`config.mk`:
```
export PLATFORM = sky130hd
export DESIGN_NAME = soc_system_sysid_reader_flat
export DESIGN_NICKNAME = d
export VERILOG_FILES = /design/src/rtl/soc_system_sysid_reader_if.sv /design/src/rtl/soc_system_sysid_reader.sv /design/src/flat_wrapper.sv
export SDC_FILE = /design/constraint.sdc
export NUM_CORES = 1
export LEC_CHECK = 0
export CAP_MARGIN = 20
export CORE_UTILIZATION = 46
export DETAILED_ROUTE_END_ITERATION = 8
export PLACE_DENSITY = 0.82
export SLEW_MARGIN = 10
export SYNTH_ARGS = -nofsm -noshare
export SYNTH_HDL_FRONTEND = slang
export SYNTH_SLANG_ARGS = --single-unit
```
`constraint.sdc`:
```
create_clock -name clock -period 3.5 [get_ports clock]
set_clock_uncertainty 0.1 [all_clocks]
set_input_delay 0.525 -clock clock [delete_from_list [all_inputs] [get_ports clock]]
set_output_delay 0.525 -clock clock [all_outputs]
set_load 0.01 [all_outputs]
```
`src/rtl/soc_system_sysid_reader_if.sv`:
```
// Avalon-MM read-only link between the sysid reader (master) and the sysid slave.
// Word address 0 holds the system ID, word address 1 holds the build timestamp.
interface soc_system_sysid_reader_if;
    logic        avm_address;
    logic        avm_read;
    logic        avm_waitrequest;
    logic [31:0] avm_readdata;
    logic        avm_readdatavalid;

    modport master (
        output avm_address,
        output avm_read,
        input  avm_waitrequest,
        input  avm_readdata,
        input  avm_readdatavalid
    );

    modport slave (
        input  avm_address,
        input  avm_read,
        output avm_waitrequest,
        output avm_readdata,
        output avm_readdatavalid
    );
endinterface

```
`src/rtl/soc_system_sysid_reader.sv`:
```
// SoC sysid reader: on a start pulse, reads the ID word (address 0) and the
// timestamp word (address 1) over Avalon-MM, compares them to the expected
// build values and reports match/pass with a one-cycle done pulse.
// Optional feature macro: SYSID_READER_TIMEOUT_EN -- adds a per-transaction
// cycle limit (TIMEOUT_CYCLES); without it the reader waits indefinitely and
// timeout is tied to 0.
module soc_system_sysid_reader #(
    parameter logic [31:0] EXPECTED_ID    = 32'hACD51302,
    parameter logic [31:0] EXPECTED_TS    = 32'h5279E721,
    parameter int unsigned TIMEOUT_CYCLES = 1024
) (
    input  logic                      clock,
    input  logic                      reset,
    input  logic                      start,
    soc_system_sysid_reader_if.master avm,
    output logic                      busy,
    output logic                      done,
    output logic                      id_match,
    output logic                      ts_match,
    output logic                      pass,
    output logic                      timeout,
    output logic [31:0]               id_value,
    output logic [31:0]               ts_value
);

    typedef enum logic [2:0] {
        IDLE    = 3'd0,
        REQ_ID  = 3'd1,
        WAIT_ID = 3'd2,
        REQ_TS  = 3'd3,
        WAIT_TS = 3'd4,
        FINISH  = 3'd5
    } state_t;

    state_t state, state_n;
    logic   tmo_fire;   // transaction limit reached without completion this cycle
    logic   go;         // accepted start

    if (TIMEOUT_CYCLES < 2 || TIMEOUT_CYCLES > 65535) begin : g_bad_timeout
        $error("TIMEOUT_CYCLES must lie in 2..65535");
    end

    assign go   = (state == IDLE) && start;
    assign busy = (state != IDLE);

`ifdef SYSID_READER_TIMEOUT_EN
    localparam logic [15:0] TMO_LAST = 16'(TIMEOUT_CYCLES - 1);

    logic [15:0] tmo_cnt;
    logic        timeout_q;

    assign tmo_fire = (tmo_cnt == TMO_LAST) &&
                      (((state == REQ_ID  || state == REQ_TS ) &&  avm.avm_waitrequest) ||
                       ((state == WAIT_ID || state == WAIT_TS) && !avm.avm_readdatavalid));
    assign timeout  = timeout_q;

    // Restart on entry to each request phase, then count every REQ/WAIT cycle.
    always_ff @(posedge clock) begin
        if (reset)
            tmo_cnt <= '0;
        else if ((state_n == REQ_ID && state != REQ_ID) ||
                 (state_n == REQ_TS && state != REQ_TS))
            tmo_cnt <= '0;
        else if (state != IDLE && state != FINISH)
            tmo_cnt <= tmo_cnt + 16'd1;
    end

    // Timeout flag: set on abort, cleared by a new check, held otherwise.
    always_ff @(posedge clock) begin
        if (reset || go)
            timeout_q <= 1'b0;
        else if (tmo_fire)
            timeout_q <= 1'b1;
    end
`else
    assign tmo_fire = 1'b0;
    assign timeout  = 1'b0;
`endif

    // State register.
    always_ff @(posedge clock) begin
        if (reset)
            state <= IDLE;
        else
            state <= state_n;
    end

    // Next state and bus/status outputs; read stays asserted and stable until accepted.
    always_comb begin
        state_n         = state;
        avm.avm_read    = 1'b0;
        avm.avm_address = 1'b0;
        done            = 1'b0;
        case (state)
            IDLE: begin
                if (start) state_n = REQ_ID;
            end
            REQ_ID: begin
                avm.avm_read = 1'b1;
                if (!avm.avm_waitrequest) state_n = WAIT_ID;
                else if (tmo_fire)        state_n = FINISH;
            end
            WAIT_ID: begin
                if (avm.avm_readdatavalid) state_n = REQ_TS;
                else if (tmo_fire)         state_n = FINISH;
            end
            REQ_TS: begin
                avm.avm_read    = 1'b1;
                avm.avm_address = 1'b1;
                if (!avm.avm_waitrequest) state_n = WAIT_TS;
                else if (tmo_fire)        state_n = FINISH;
            end
            WAIT_TS: begin
                if (avm.avm_readdatavalid) state_n = FINISH;
                else if (tmo_fire)         state_n = FINISH;
            end
            FINISH: begin
                done    = 1'b1;
                state_n = IDLE;
            end
            default: state_n = IDLE;
        endcase
    end

    // Capture and compare results so they are valid while done is high, then hold.
    always_ff @(posedge clock) begin
        if (reset || go) begin
            id_value <= '0;
            ts_value <= '0;
            id_match <= 1'b0;
            ts_match <= 1'b0;
            pass     <= 1'b0;
        end else if (state == WAIT_ID && avm.avm_readdatavalid) begin
            id_value <= avm.avm_readdata;
        end else if (state == WAIT_TS && avm.avm_readdatavalid) begin
            ts_value <= avm.avm_readdata;
            id_match <= (id_value == EXPECTED_ID);
            ts_match <= (avm.avm_readdata == EXPECTED_TS);
            pass     <= (id_value == EXPECTED_ID) && (avm.avm_readdata == EXPECTED_TS);
        end else if (tmo_fire) begin
            id_match <= 1'b0;
            ts_match <= 1'b0;
            pass     <= 1'b0;
        end
    end

endmodule

```
`src/flat_wrapper.sv`:
```
// flat-port wrapper written by rule: the top's interface ports become plain ports
module soc_system_sysid_reader_flat 
#(
    parameter logic [31:0] EXPECTED_ID    = 32'hACD51302,
    parameter logic [31:0] EXPECTED_TS    = 32'h5279E721,
    parameter int unsigned TIMEOUT_CYCLES = 1024
)
  (clock, reset, start, busy, done, id_match, ts_match, pass, timeout, id_value, ts_value, avm_avm_address, avm_avm_read, avm_avm_waitrequest, avm_avm_readdata, avm_avm_readdatavalid);
  soc_system_sysid_reader_if avm_i ();
  input  logic clock;
  input  logic reset;
  input  logic start;
  output logic busy;
  output logic done;
  output logic id_match;
  output logic ts_match;
  output logic pass;
  output logic timeout;
  output logic [31:0] id_value;
  output logic [31:0] ts_value;
  output wire logic [$bits(avm_i.avm_address)-1:0] avm_avm_address;
  output wire logic [$bits(avm_i.avm_read)-1:0] avm_avm_read;
  input wire logic [$bits(avm_i.avm_waitrequest)-1:0] avm_avm_waitrequest;
  input wire logic [$bits(avm_i.avm_readdata)-1:0] avm_avm_readdata;
  input wire logic [$bits(avm_i.avm_readdatavalid)-1:0] avm_avm_readdatavalid;
  assign avm_avm_address = avm_i.avm_address;
  assign avm_avm_read = avm_i.avm_read;
  assign avm_i.avm_waitrequest = avm_avm_waitrequest;
  assign avm_i.avm_readdata = avm_avm_readdata;
  assign avm_i.avm_readdatavalid = avm_avm_readdatavalid;
  soc_system_sysid_reader #(.EXPECTED_ID(EXPECTED_ID), .EXPECTED_TS(EXPECTED_TS), .TIMEOUT_CYCLES(TIMEOUT_CYCLES)) u_core (.clock(clock), .reset(reset), .start(start), .avm(avm_i), .busy(busy), .done(done), .id_match(id_match), .ts_match(ts_match), .pass(pass), .timeout(timeout), .id_value(id_value), .ts_value(ts_value));
endmodule
```
==> reports/qor.csv <==
stage,metric,value,unit
status,outcome,finished clean,
sta,Final Slew Violations,0,
place,DP Area,3806,sq um
layout,Seq. cell area,1401,sq um
logic_synthesis,cells after synthesis,339,
layout,multi-input combinational cell area,1191,sq um
place,GPL Wtd Cong,0.8022,
sta,Final setup viols,0,
pwr,Pleak,1.279,nW
floorplan,Initial Utilization,48.37,%
worst_hold_path,Hold Path Class,reg -> reg,
logic_synthesis,synthesized flop and latch total,70,
clocking,Clock Sinks,70,
clocking,CTS tree,built,
global_routing,met2 Use GR,41.39,%
clocking,maximum clock insertion buffer count,2,
global_routing,vias in the first global route,2525,
global_routing,Top Usage Layer GRT,met2,
pwr,Max VDD drop,0.2624,mV
detailed_routing,drt pass-1 iters,5,
sta,Max Fclk,418.7,MHz
worst_setup_path,CP endpoint kind,primary output,
layout,Antenna Cells,0,
logic_synthesis,Cell variety after synth,37,
sta,Final min period,2389,ps
sta,setup tns final,0,ps
clocking,Post-CTS Resized,0,
global_routing,antenna violations before repair,0,
global_routing,met3 usage,6.395,%
detailed_routing,Detail Route Antenna Nets,0,
detailed_routing,Starting DRT DRC Count,214,
detailed_routing,DRC,0,
detailed_routing,drt total wl,7410,microns
detailed_routing,Via-to-Cell Ratio,5.221,
clocking,setup bufs post-CTS,0,
logic_synthesis,"Seq/Total Area, Yosys",51.97,%
floorplan,die width,78.56,microns
floorplan,Rows,27,
clocking,cts hold-fix bufs,0,
logic_synthesis,yosys warns,0,
clocking,"Clk Latency, worst-skew pair",340,ps
logic_synthesis,Syn Area/Cell,7.954,sq um
sta,setup repair after global routing missed its margin,false,
clocking,Inserted Clock Buffers,9,
place,Detailed Place HPWL,5328,microns
global_routing,largest net degree at the start of global routing,43,
clocking,H-Tree Depth,3,
clocking,clk root buf,clkbuf_8,
floorplan,I/O Pins,109,
sta,"Hold Vio Cnt, Final",0,
worst_setup_path,Required @ worst endpoint,2870,ps
layout,Fillers,472,
pwr,power density over cell area,395.6,nW/um^2
global_routing,GRT Resource Usage Total,25.09,%
clocking,clock slew at reported path FFs,70,ps
worst_setup_path,critical path launch point type,flop,
worst_setup_path,crit-path max FO,7,
floorplan,DIE HEIGHT,78.56,microns
floorplan,core area,5574,sq um
layout,fin nets,477,
layout,Area Growth Syn to Fin,48.17,%
floorplan,area of the die,6172,sq um
logic_synthesis,Syn Nets,376,
worst_setup_path,critical path class,reg -> out,
detailed_routing,via count,2699,
global_routing,first-pass GRT wire length,11950,microns
global_routing,met1 global-route usage,32.02,%
sta,crit share post-route,68.24,%
sta,actual slew at the worst max-slew pin,747.1,ps
place,pre-CTS WS,1034,ps
worst_setup_path,Arrival @ worst endpoint,1760,ps
sta,Slew headroom,50.19,%
sta,Worst Slack Setup Final,1112,ps
logic_synthesis,synthesized area,2696,sq um
layout,layout cell share with drive strength beyond 1,6.966,%
place,Buffers on Ports,107,
layout,Final Cell Area,3995,sq um
flow_run,# Max-Cap Violations,0,
detailed_routing,post-DR wirelength/cell,14.33,microns
global_routing,Overflow after GRT,0,
-- routing by layer --
metal  wire [microns]  share of wire, %
met5                0                 0
met4               89               1.2
met3              417               5.6
met1             3305                45
met2             3599                49
-- metrics by stage --
| stage | std cells | power, mW | hold WS, ps | util, % |
|---|---|---|---|---|
| final | 517 | 1.581 | 355.6 | 71.67 |
| after global routing | 517 | 1.642 | 382.9 | 71.67 |
| after global placement | 501 | 0.9751 | 341.7 | 68.28 |
| after floorplan | 339 | 0.8914 | 380.5 | - |
| after CTS | 517 | 1.588 | 358.4 | 71.67 |
| after detailed placement | 501 | 0.9764 | 347.7 | 68.28 |
-- cell usage after synthesis, drive strengths merged --
master,number,area [sq um]
xnor2,1,8.760
nand4b,2,17.52
and2,2,12.51
buf,8,41.29
nor3,1,5.000
nand2b,1,6.260
nand2,132,498.0
a21o,1,7.510
a211o,1,8.760
a21oi,68,344.1
and4b,1,10.01
and3b,1,8.760
or4,2,18.77
dfxtp,70,1401
nor3b,1,18.77
o32ai,1,8.760
or4bb,2,22.52
nand3b,1,7.510
or3,1,6.260
clkbuf,15,56.30
a22oi,1,7.510
or4b,2,20.02
nor4,2,25.02
nor2b,3,18.77
nand4,3,18.77
nand3,2,10.01
and3,1,6.260
nor4b,4,35.03
inv,2,7.510
nor4bb,2,20.02
conb,1,3.750
nor2,4,15.01
-- power by group --
part | switching [mW] | internal, mW | total [mW]
combinational | 0.0723 | 0.0724 | 0.145
clock | 0.298 | 0.324 | 0.621
sequential | 0.0101 | 0.804 | 0.814
-- area by class of cell --
cell class	instances	share of cell area, %
Clock buffer	9	3.101
Clock inverter	7	1.629
Inverter	2	0.1879
Multi-Input combinational cell	244	29.82
Sequential cell	70	35.08
Tap cell	72	2.255
Timing Repair Buffer	113	27.94
-- placed cells by master (no fill, tap or decap), types with 2 or more instances in the layout --
cell type          n
nor4bb_1           2
clkdlybuf4s50_1  107
nor2_1             4
clkinvlp_4         2
clkbuf_8           9
nand3_1            2
inv_1              2
nand4_1            3
nor2b_1            3
nand4b_1           2
or4b_2             2
nor4_2             2
a21oi_1           67
nand2_1          131
clkinv_2           4
nor4b_1            4
buf_4              6
and2_1             2
or4bb_1            2
dfxtp_1           70
-- registers in the layout, summed over array words and instances (netlist names) --
signal / count
u_core.pass: 1
u_core.state: 3
u_core.ts_value: 32
u_core.id_value: 32
u_core.id_match: 1
u_core.ts_match: 1
-- final timing paths --
path	endpoint	from	depth (start not counted)	slack (ps)
setup / recovery	avm_avm_address	u_core.state[0]$_SDFFE_PP0P_	3	1110
hold reg to reg	u_core.ts_value[20]$_SDFFE_PP0P_	u_core.ts_value[20]$_SDFFE_PP0P_	2	360
setup reg to reg	u_core.ts_value[4]$_SDFFE_PP0P_	u_core.state[2]$_SDFFE_PP0P_	5	1420
hold / removal	u_core.ts_value[20]$_SDFFE_PP0P_	u_core.ts_value[20]$_SDFFE_PP0P_	2	360
-- cell families after synthesis --
family,after synthesis,share of synthesized area [%]
simple gates,170,29.70
flops,70,51.97
buf+inv,25,3.898
xor+xnor,1,0.3249
compound gates,72,13.97
other cells,1,0.1391
-- worst max-delay path, stage by stage, from the launching register on --
cell and delay [ps]:
dfxtp_1 460, nor2b_1 260, and2_1 180, clkdlybuf4s50_1 530
Note: power is estimated with default switching activity, not from simulation.
